### src/rtl/checker_multi_cmp.sv
// Multi-channel behavioural-vs-structural comparator: per-channel and global match flags,
// sticky error, saturating mismatch counter and a frozen record of the first failure.
module checker_multi_cmp #(
  parameter int unsigned DATA_WIDTH = 4,
  parameter int unsigned CHANNELS   = 4,
  parameter int unsigned CNT_WIDTH  = 16,
  parameter int unsigned ARM_DELAY  = 2,
  localparam int unsigned CH_W      = (CHANNELS > 1) ? $clog2(CHANNELS) : 1
) (
  input  logic                           clk,
  input  logic                           reset,
  input  logic [CHANNELS-1:0]            valid_c,
  input  logic [CHANNELS-1:0]            valid_e,
  input  logic [CHANNELS*DATA_WIDTH-1:0] data_c,
  input  logic [CHANNELS*DATA_WIDTH-1:0] data_e,
  output logic [CHANNELS-1:0]            ch_match,
  output logic                           checks_out,
  output logic                           err_pulse,
  output logic                           err_sticky,
  output logic [CNT_WIDTH-1:0]           mismatch_count,
  output logic [CNT_WIDTH-1:0]           first_err_cycle,
  output logic [CH_W-1:0]                first_err_chan,
  output logic [DATA_WIDTH-1:0]          first_err_c,
  output logic [DATA_WIDTH-1:0]          first_err_e
);

  typedef enum logic [1:0] {StArming, StArmed, StFailed} state_e;

  state_e                r_state;
  logic [7:0]            r_arm_cnt;
  logic [CNT_WIDTH-1:0]  r_cycle;
  logic [CHANNELS-1:0]   r_ch_match;
  logic                  r_checks;
  logic                  r_err_pulse;
  logic                  r_err_sticky;
  logic [CNT_WIDTH-1:0]  r_count;
  logic [CNT_WIDTH-1:0]  r_first_cycle;
  logic [CH_W-1:0]       r_first_chan;
  logic [DATA_WIDTH-1:0] r_first_c;
  logic [DATA_WIDTH-1:0] r_first_e;

  logic [CHANNELS-1:0]   w_mis;
  logic                  w_any_mis;
  logic                  w_armed;
  logic                  w_capture;
  logic [CH_W-1:0]       w_first_chan;
  logic [DATA_WIDTH-1:0] w_first_c;
  logic [DATA_WIDTH-1:0] w_first_e;

  // Case inequality so that any X on an armed input is reported as a mismatch.
  always_comb begin
    w_mis = '0;
    for (int i = 0; i < CHANNELS; i++) begin
      w_mis[i] = (valid_c[i] !== valid_e[i]) ||
                 ((valid_c[i] & valid_e[i]) &&
                  (data_c[i*DATA_WIDTH +: DATA_WIDTH] !== data_e[i*DATA_WIDTH +: DATA_WIDTH]));
    end
  end

  // Descending scan leaves the lowest failing channel selected.
  always_comb begin
    w_first_chan = '0;
    w_first_c    = data_c[DATA_WIDTH-1:0];
    w_first_e    = data_e[DATA_WIDTH-1:0];
    for (int i = CHANNELS - 1; i >= 0; i--) begin
      if (w_mis[i]) begin
        w_first_chan = CH_W'(i);
        w_first_c    = data_c[i*DATA_WIDTH +: DATA_WIDTH];
        w_first_e    = data_e[i*DATA_WIDTH +: DATA_WIDTH];
      end
    end
  end

  assign w_any_mis = |w_mis;
  // The cycle on which the arming count completes is already the first compared cycle.
  assign w_armed   = (r_state != StArming) || (r_arm_cnt == 8'(ARM_DELAY));
  assign w_capture = w_armed && (r_state != StFailed) && w_any_mis;

  always_ff @(posedge clk) begin
    if (reset) begin
      r_state       <= StArming;
      r_arm_cnt     <= '0;
      r_cycle       <= '0;
      r_ch_match    <= '1;
      r_checks      <= 1'b1;
      r_err_pulse   <= 1'b0;
      r_err_sticky  <= 1'b0;
      r_count       <= '0;
      r_first_cycle <= '0;
      r_first_chan  <= '0;
      r_first_c     <= '0;
      r_first_e     <= '0;
    end else if (!w_armed) begin
      r_arm_cnt   <= r_arm_cnt + 8'd1;
      r_ch_match  <= '1;
      r_checks    <= 1'b1;
      r_err_pulse <= 1'b0;
    end else begin
      r_ch_match  <= ~w_mis;
      r_checks    <= ~w_any_mis;
      r_err_pulse <= w_any_mis;
      if (r_cycle != '1) begin
        r_cycle <= r_cycle + CNT_WIDTH'(1);
      end
      if (w_any_mis) begin
        r_err_sticky <= 1'b1;
        if (r_count != '1) begin
          r_count <= r_count + CNT_WIDTH'(1);
        end
      end
      if (w_capture) begin
        r_state       <= StFailed;
        r_first_cycle <= r_cycle;
        r_first_chan  <= w_first_chan;
        r_first_c     <= w_first_c;
        r_first_e     <= w_first_e;
      end else if (r_state == StArming) begin
        r_state <= StArmed;
      end
    end
  end

`ifndef SYNTHESIS
  always_ff @(posedge clk) begin
    if (!reset && w_capture) begin
      $display("checker_multi_cmp: first mismatch at %0t chan=%0d c=%h e=%h",
               $time, w_first_chan, w_first_c, w_first_e);
    end
  end
`endif

  assign ch_match        = r_ch_match;
  assign checks_out      = r_checks;
  assign err_pulse       = r_err_pulse;
  assign err_sticky      = r_err_sticky;
  assign mismatch_count  = r_count;
  assign first_err_cycle = r_first_cycle;
  assign first_err_chan  = r_first_chan;
  assign first_err_c     = r_first_c;
  assign first_err_e     = r_first_e;

endmodule

### config.mk
export PLATFORM = sky130hd
export DESIGN_NAME = checker_multi_cmp
export DESIGN_NICKNAME = d
export VERILOG_FILES = /design/src/rtl/checker_multi_cmp.sv
export SDC_FILE = /design/constraint.sdc
export NUM_CORES = 1
export LEC_CHECK = 0
export BUFFER_PORTS_ARGS = -buffer_cell sky130_fd_sc_hd__buf_2
export CAP_MARGIN = 20
export CORE_UTILIZATION = 30
export DETAILED_ROUTE_END_ITERATION = 6
export GPL_TIMING_DRIVEN = 0
export HOLD_SLACK_MARGIN = 0.12
export MAX_ROUTING_LAYER = met4
export PLACE_DENSITY_LB_ADDON = 0.05
export REMOVE_ABC_BUFFERS = 1
export SLEW_MARGIN = 20
export SYNTH_ARGS = -nofsm -noshare
export SYNTH_HDL_FRONTEND = slang
export SYNTH_SLANG_ARGS = --single-unit
export TNS_END_PERCENT = 50
### constraint.sdc
create_clock -name clk -period 6.3 [get_ports clk]
set_input_delay 1.26 -clock clk [delete_from_list [all_inputs] [get_ports clk]]
set_output_delay 1.26 -clock clk [all_outputs]
set_load 0.01 [all_outputs]
Word-level counts from Yosys, hierarchy flattened
Cells that the tools add are included.
{"block": "totals", "reg_bits": 75, "output_inout_bits": 49}
{"block": "op_classes", "add_sub_neg": 3, "n_eq_ne": 12, "mux": 14, "bitwise_logic": 7, "n_reduce_logical": 21}
{"op": "$add 16x1->16 const B", "n": 2}
{"op": "$mux 4", "n": 8}
{"op": "$ne 16x16->1 const B", "n": 2}
{"op": "$nex 4x4->1", "n": 4}
{"op": "$mux 2", "n": 6}
{"op": "$add 8x1->8 const B", "n": 1}
{"op": "$eq 8x2->1 const B", "n": 1}
{"op": "$reduce_and 2->1", "n": 4}
{"op": "$logic_and 1x1->1", "n": 6}
{"op": "$logic_or 1x1->1", "n": 5}
{"op": "$and 1x1->1", "n": 4}
{"op": "$nex 1x1->1", "n": 4}
{"op": "$not 4->4", "n": 1}
{"op": "$reduce_bool 2->1", "n": 2}
{"op": "$reduce_or 4->1", "n": 1}
{"op": "$reduce_and 3->1", "n": 1}
{"op": "$logic_not 2->1", "n": 1}
{"op": "$ne 2x2->1 const B", "n": 1}
{"op": "$not 1->1", "n": 2}
{"op": "$reduce_or 2->1", "n": 1}

Longest topological paths before layout
Gate-level depths: netlist of the first run.
{"block": "depth", "depth_word": 7, "mapped_depth": 9, "ltp_nobuf": 8}

Least setup slack after synthesis of the first run
No wires, ideal clock.
{"block": "synth_timing", "path_type": "input -> register", "startpoint": "in data_e[9]", "endpoint": "reg r_count[14] (netlist: mismatch_count[14])", "setup_time_ns": 0.121, "arrival_time_ns": 3.172, "required_ns": 6.179, "setup_slack_ns": 3.007, "cell_stages": 7, "n_path_buf": 1, "cell_sequence": "xor2_1 > o41a_1 > or4b_4 > or2_1 > buf_2 > nand3_1 > mux2_2"}
{"block": "synth_between", "elab_chain_cells": 5}
{"item": "start: declaration", "line": "15", "rtl": "input logic [CHANNELS*DATA_WIDTH-1:0] data_e,"}
{"item": "$nex 4x4->1", "line": "56", "rtl": "(data_c[i*DATA_WIDTH +: DATA_WIDTH] !== data_e[i*DATA_WIDTH +: DATA_WIDTH]));"}
{"item": "$logic_and 1x1->1", "line": "55", "rtl": "((valid_c[i] & valid_e[i]) &&"}
{"item": "$logic_or 1x1->1", "line": "54", "rtl": "w_mis[i] = (valid_c[i] !== valid_e[i]) ||"}
{"item": "$reduce_or 4->1", "line": "74", "rtl": "assign w_any_mis = |w_mis;"}
{"item": "$reduce_and 3->1 (no source line)"}
{"item": "end signal: assignment", "line": "108", "rtl": "r_count <= r_count + CNT_WIDTH'(1);"}
{"item": "end: declaration", "line": "36", "rtl": "logic [CNT_WIDTH-1:0] r_count;"}
Every way passes these cells.
A chain may end at the register's enable or synchronous reset.

Final worst setup path of the first run
{"block": "layout_timing", "startpoint": "in data_e[3]", "endpoint": "reg r_first_e[0] (netlist: first_err_e[0])"}
{"block": "layout_between", "elab_chain_cells": 6}
{"item": "$nex 4x4->1 *", "line": "56"}
{"item": "$logic_and 1x1->1 *", "line": "55"}
{"item": "$logic_or 1x1->1 *", "line": "54"}
{"item": "$reduce_or 4->1", "line": "74"}
{"item": "$logic_and 1x1->1", "line": "77", "rtl": "assign w_capture = w_armed && (r_state != StFailed) && w_any_mis;"}
{"item": "$reduce_and 2->1 (no source line)"}
{"item": "end signal: assignment", "line": "116", "rtl": "r_first_e <= w_first_e;"}
{"item": "end: declaration", "line": "40", "rtl": "logic [DATA_WIDTH-1:0] r_first_e;"}
Mark *: on every way between the ends. The rest lies on a longest branch, timed or not.

==> reports/results.ini, run 1 <==
[status]
status = complete, but fails checks
violations = DRC

[yosys]
synthTopCellsByArea = dfxtp_1, xor2_1, nor2_1
synth_top_area_share_pct = 41.5
yosys.area.top_type = dfxtp_1
synth_cell_types = 50
synthArstFlopShare_pct = 0
yosys_register_bits = 75
synthCells = 395
synth_area_sq_mm = 0.00362
avgSynthCellArea_sq_um = 9.15
synth_edf_count = 0
ys.warnings.count = 0
ys_seq_area_share_pct = 41.5
synth_ff_type = dfxtp_1

[clocking]
post_cts_buffers = 0
cts.sinks = 75
clk_pin_slew_ns = 0.06
postCtsHoldBufs = 0
ctsRootBufferMaster = clkbuf_16
cts_buffers = 9
clkLatencyLatePin_ns = 0.34
htreeDepth = 3
cts_tree = built
cts_buffer_depth = 2
post_cts_resized = 0

[critical_path]
r2r_end = mismatch_count[5]
r2r_cells = 8
reg2reg_setup_slack_ns = 3.42
worstPathArrival_ns = 3.61
cp_max_fo = 23
crit_path_end_kind = register
crit_required_ns = 6.54
critPathLaunchType = primary input
reg2reg_from = r_arm_cnt[0]
crit_type = primary input to register
crit_path_start = data_e[3]

[job]
maxCapViolations = 0

[global_routing]
grtUsageTotal_pct = 16.3
grt_pass1_wl_um = 15400
grt-ovfl-total = 0
grt_max_degree = 53
antenna_found_initial = 0
first_global_vias = 3015

[sta]
max_freq_mhz = 296
setup_viol = 0
worst_slack_ns = 2.93
period_needed_ns = 3.37
max_slew_margin_pct = 44.1
tns_ns = 0
fin_skew_ns = 0.00373
worstMarginPinSlew_ns = 0.831
hold_violations = 0
whs_ns = 0.464
finalCritPeriodShare_pct = 53.5
slew_violations = 0
rsz0062_at_grt = false

[detailed_routing]
routed_wl_um = 9230
vias_per_cell = 4.97
antenna_left = 0
drt-initial-drc-count = 152
firstDrtPassIters = 7
drcViolationCount = 10
wl_per_cell_um = 14.7
vias = 3113

[place]
placed_cell_area_sq_mm = 0.00421
place_congestion = 0.770
dp_hpwl_um = 6640
pre_cts_ws_ns = 2.53
port_buffers = 90

[finish]
drive_gt1_share_pct = 25.9
synthToLayoutAreaGrowth_pct = 24.8
fill_cells = 1217
nNetsFinal = 528
fin_area_sq_mm = 0.00451
diodes = 0

[min_path]
whs_path_depth = 2
hold_class = register to register
min_from = first_err_e[1]
hold_end = first_err_e[1]

[floorplan]
dieHeight_um = 112
initial_core_util_pct = 31.3
fp.coreArea_sq_mm = 0.0116
die_x_um = 112
num_rows = 39
boundaryPins = 91
die_area_sq_mm = 0.0125

[power]
powerDensity_mw_per_mm2 = 322
leakagePower_nw = 1.94
peakVddDrop_v = 0.000151

==> report_power, final <==
part	leakage [nW]	internal, mW	switching [mW]
clock	0.146	0.329	0.202
sequential	0.608	0.528	0.0346
combinational	1.19	0.147	0.212
==> registers in the layout, indices dropped and copies added (netlist names) <==
| register | count |
|---|---|
| ch_match | 4 |
| mismatch_count | 16 |
| first_err_chan | 2 |
| err_pulse | 1 |
| first_err_e | 4 |
| r_cycle | 16 |
| first_err_c | 4 |
| checks_out | 1 |
| r_state | 2 |
| first_err_cycle | 16 |
| r_arm_cnt | 8 |
| err_sticky | 1 |
==> critical path: stages <==
cell	delay, ns
buf_2	0.11
xor2_1	0.15
o41ai_1	0.58
nand4bb_1	0.37
o21ai_4	0.56
buf_16	0.24
a21oi_1	0.06
a221oi_1	0.28
==> layout by cell type (no fill, tap or decap), drive strengths merged, types with 2 or more instances in the layout <==
cell / instances
a211oi: 5
a21oi: 24
a221o: 8
a221oi: 8
a31oi: 2
and2: 3
and3: 9
and4: 2
buf: 92
clkbuf: 13
dfxtp: 75
ha: 8
inv: 16
mux2: 5
mux2i: 17
nand2: 23
nand2b: 2
nand3: 11
nand4: 10
nor2: 50
nor2b: 6
nor3: 3
nor4: 4
o211ai: 8
o21ai: 7
o31ai: 6
o41ai: 4
or2: 4
or3: 6
or4: 5
or4b: 2
xnor2: 5
xor2: 32
==> worst max-delay path by stage <==
stage	endpoint	slack (ns)	cells after the start
finish	first_err_e[0]	2.93	8
detailed placement	first_err_e[0]	2.53	8
CTS	first_err_e[0]	2.88	8
global placement	first_err_cycle[2]	2.27	7
global route	mismatch_count[6]	2.68	7
floorplan	first_err_c[0]	2.83	6
==> cells in the mapped netlist, types with 4 or more instances <==
cell and count:
mux2i_1 17, o21ai_0 5, or4_1 5, a21oi_1 23, o211ai_1 8, clkbuf_1 11, nand3_1 11, ha_1 8
nand4_1 10, and3_1 9, a221o_1 8, inv_1 16, xnor2_1 5, buf_2 4, dfxtp_1 75, a221oi_1 7
nor2b_1 6, nor2_1 50, o31ai_1 6, xor2_1 32, mux2_2 4, nand2_1 23, or3_1 6
==> per-layer routing <==
layer	track usage, %	up-vias	share of wire, %
li1	-	1585	-
met1	20.8	1453	49
met2	24.2	70	45
met3	5.28	5	5.3
met4	5.41	0	0.89
met5	-	-	0
==> through the flow <==
stage          total power, mW  cells  utilization (%)
3_3_place_gp             0.919    608             36.0
4_1_cts                   1.48    626             39.0
6_report                  1.45    626             39.0
2_1_floorplan            0.797    375                -
5_1_grt                   1.54    626             39.0
3_5_place_dp             0.937    610             36.4
==> layout make-up <==
| cell class | instances | area, sq um | share of cell area [%] |
|---|---|---|---|
| Multi-Input combinational cell | 284 | 1970 | 43.6 |
| Timing Repair Buffer | 92 | 500 | 11.1 |
| Clock buffer | 13 | 260 | 5.76 |
| Sequential cell | 75 | 1500 | 33.3 |
| Tap cell | 143 | 179 | 3.96 |
| Inverter | 16 | 60.1 | 1.33 |
| Clock inverter | 3 | 46.3 | 1.03 |
==> kinds of logic after synthesis <==
family	Yosys count	share of synthesized area, %
XOR/XNOR	37	8.96
multiplexers	22	6.26
AO/OA/AOI/OAI	75	16.3
buffers and inverters	36	4.08
adder cells (fa/ha/maj)	8	2.77
flip-flops	75	41.5
AND/OR/NAND/NOR	142	20.1
No activity file was read; power rests on OpenSTA's default activity.
==> run 2: changes to the inputs <==
clock period = 3 ns   (was 6.3 ns; I/O delays follow)
==> reports/results.ini, run 2 (same netlist as run 1, synthesis figures left out) <==
[floorplan]
fp.coreArea_sq_mm = 0.0116
die_x_um = 112
initial_core_util_pct = 31.3
boundaryPins = 91
num_rows = 39
die_area_sq_mm = 0.0125
dieHeight_um = 112

[job]
maxCapViolations = 0

[sta]
worstMarginPinSlew_ns = 0.831
max_slew_margin_pct = 44.1
rsz0062_at_grt = true
finalCritPeriodShare_pct = 92.7
fin_skew_ns = 0.00373
hold_violations = 0
worst_slack_ns = 0.218
whs_ns = 0.464
period_needed_ns = 2.78
slew_violations = 0
setup_viol = 0
max_freq_mhz = 359
tns_ns = 0

[place]
dp_hpwl_um = 6640
port_buffers = 90
place_congestion = 0.770
pre_cts_ws_ns = -0.113
dp_cells = 610
placed_cell_area_sq_mm = 0.00421

[global_routing]
grt_pass1_wl_um = 15400
antenna_found_initial = 0
grt-ovfl-total = 0
first_global_vias = 3015
grtUsageTotal_pct = 16.3
grt_max_degree = 53

[finish]
final_cell_mix = buf_2, dfxtp_1, nor2_1
diodes = 0
final_util_pct = 39.0
fill_cells = 1218
fin_area_sq_mm = 0.00452
nNetsFinal = 528
drive_gt1_share_pct = 26.1
synthToLayoutAreaGrowth_pct = 24.9
final_common_cell = buf_2
final_cells = 626

[detailed_routing]
routed_wl_um = 9230
drt-initial-drc-count = 152
wl_per_cell_um = 14.7
antenna_left = 0
vias = 3113
vias_per_cell = 4.97
drcViolationCount = 10
firstDrtPassIters = 7

[clocking]
postCtsHoldBufs = 0
cts_buffer_depth = 2
cts.sinks = 75
clkLatencyLatePin_ns = 0.34
htreeDepth = 3
cts_buffers = 9
ctsRootBufferMaster = clkbuf_16
post_cts_resized = 0
post_cts_buffers = 0
clk_pin_slew_ns = 0.06
cts_tree = built

[power]
peakVddDrop_v = 0.000316
powerDensity_mw_per_mm2 = 676
leakagePower_nw = 1.94
p_total_mw = 3.05

[critical_path]
cp_max_fo = 19
critPathBufInv = 1
reg2reg_setup_slack_ns = 0.22
r2r_end = mismatch_count[5]
cp.depth = 8
worstPathArrival_ns = 3.05
cpLargestDelayFamily = compound AO/OA/AOI/OAI gates
critPathCapture = mismatch_count[5]
path_cells = inv_1, ha_1, or4b_4, o31a_2, a31oi_4, o21ai_2, or4_1, a21oi_1
reg2reg_from = r_arm_cnt[0]
crit_path_start = r_arm_cnt[0]
crit_path_end_kind = register
crit_required_ns = 3.27
critical-path-slowest-cell = or4_1
crit_type = register to register
critPathLaunchType = register
cpPeakStageDelay_ns = 0.53
r2r_cells = 8

[min_path]
hold_class = register to register
min_from = first_err_e[1]

[status]
violations = DRC
status = complete, but fails checks

-- run 2: cell counts in the layout (fill, tap and decap cells not counted) --
Identical to the previous run, type by type.
-- run 2: worst min path at each step --
stage	endpoint	slack, ns	depth (start not counted)
after floorplan	first_err_cycle[15]	0.46	2
after global placement	first_err_chan[0]	0.44	2
after detailed placement	first_err_chan[0]	0.45	2
after CTS	first_err_chan[0]	0.46	2
after global routing	first_err_chan[0]	0.47	2
final	first_err_e[1]	0.46	2
-- run 2: cell type report --
type                            instances  area [sq um]  share of cell area (%)
Inverter                               16          60.1                    1.33
Clock inverter                          3          46.3                    1.03
Clock buffer                           13           260                    5.76
Tap cell                              143           179                    3.96
Timing Repair Buffer                   92           500                    11.1
Sequential cell                        75          1500                    33.3
Multi-Input combinational cell        284          1970                    43.6
-- run 2: per-layer routing --
| metal | part of all wire (%) | up-vias | track usage [%] |
|---|---|---|---|
| met4 | 0.89 | 0 | 5.41 |
| li1 | - | 1585 | - |
| met5 | 0 | - | - |
| met3 | 5.3 | 5 | 5.28 |
| met1 | 49 | 1453 | 20.8 |
| met2 | 45 | 70 | 24.2 |
-- run 2: report_power, final --
group	leakage [nW]	switching (mW)	internal, mW
sequential	0.608	0.0726	1.11
combinational	1.19	0.446	0.311
clock	0.146	0.425	0.692
total	1.94	0.943	2.11
-- run 2: worst min-delay path: cells and delay by family, from the launching register on --
kind	cells	cell delay [ns]
AOI/OAI and AO/OA	1	0.06
buffers and inverters	1	0.05
DFF	1	0.30
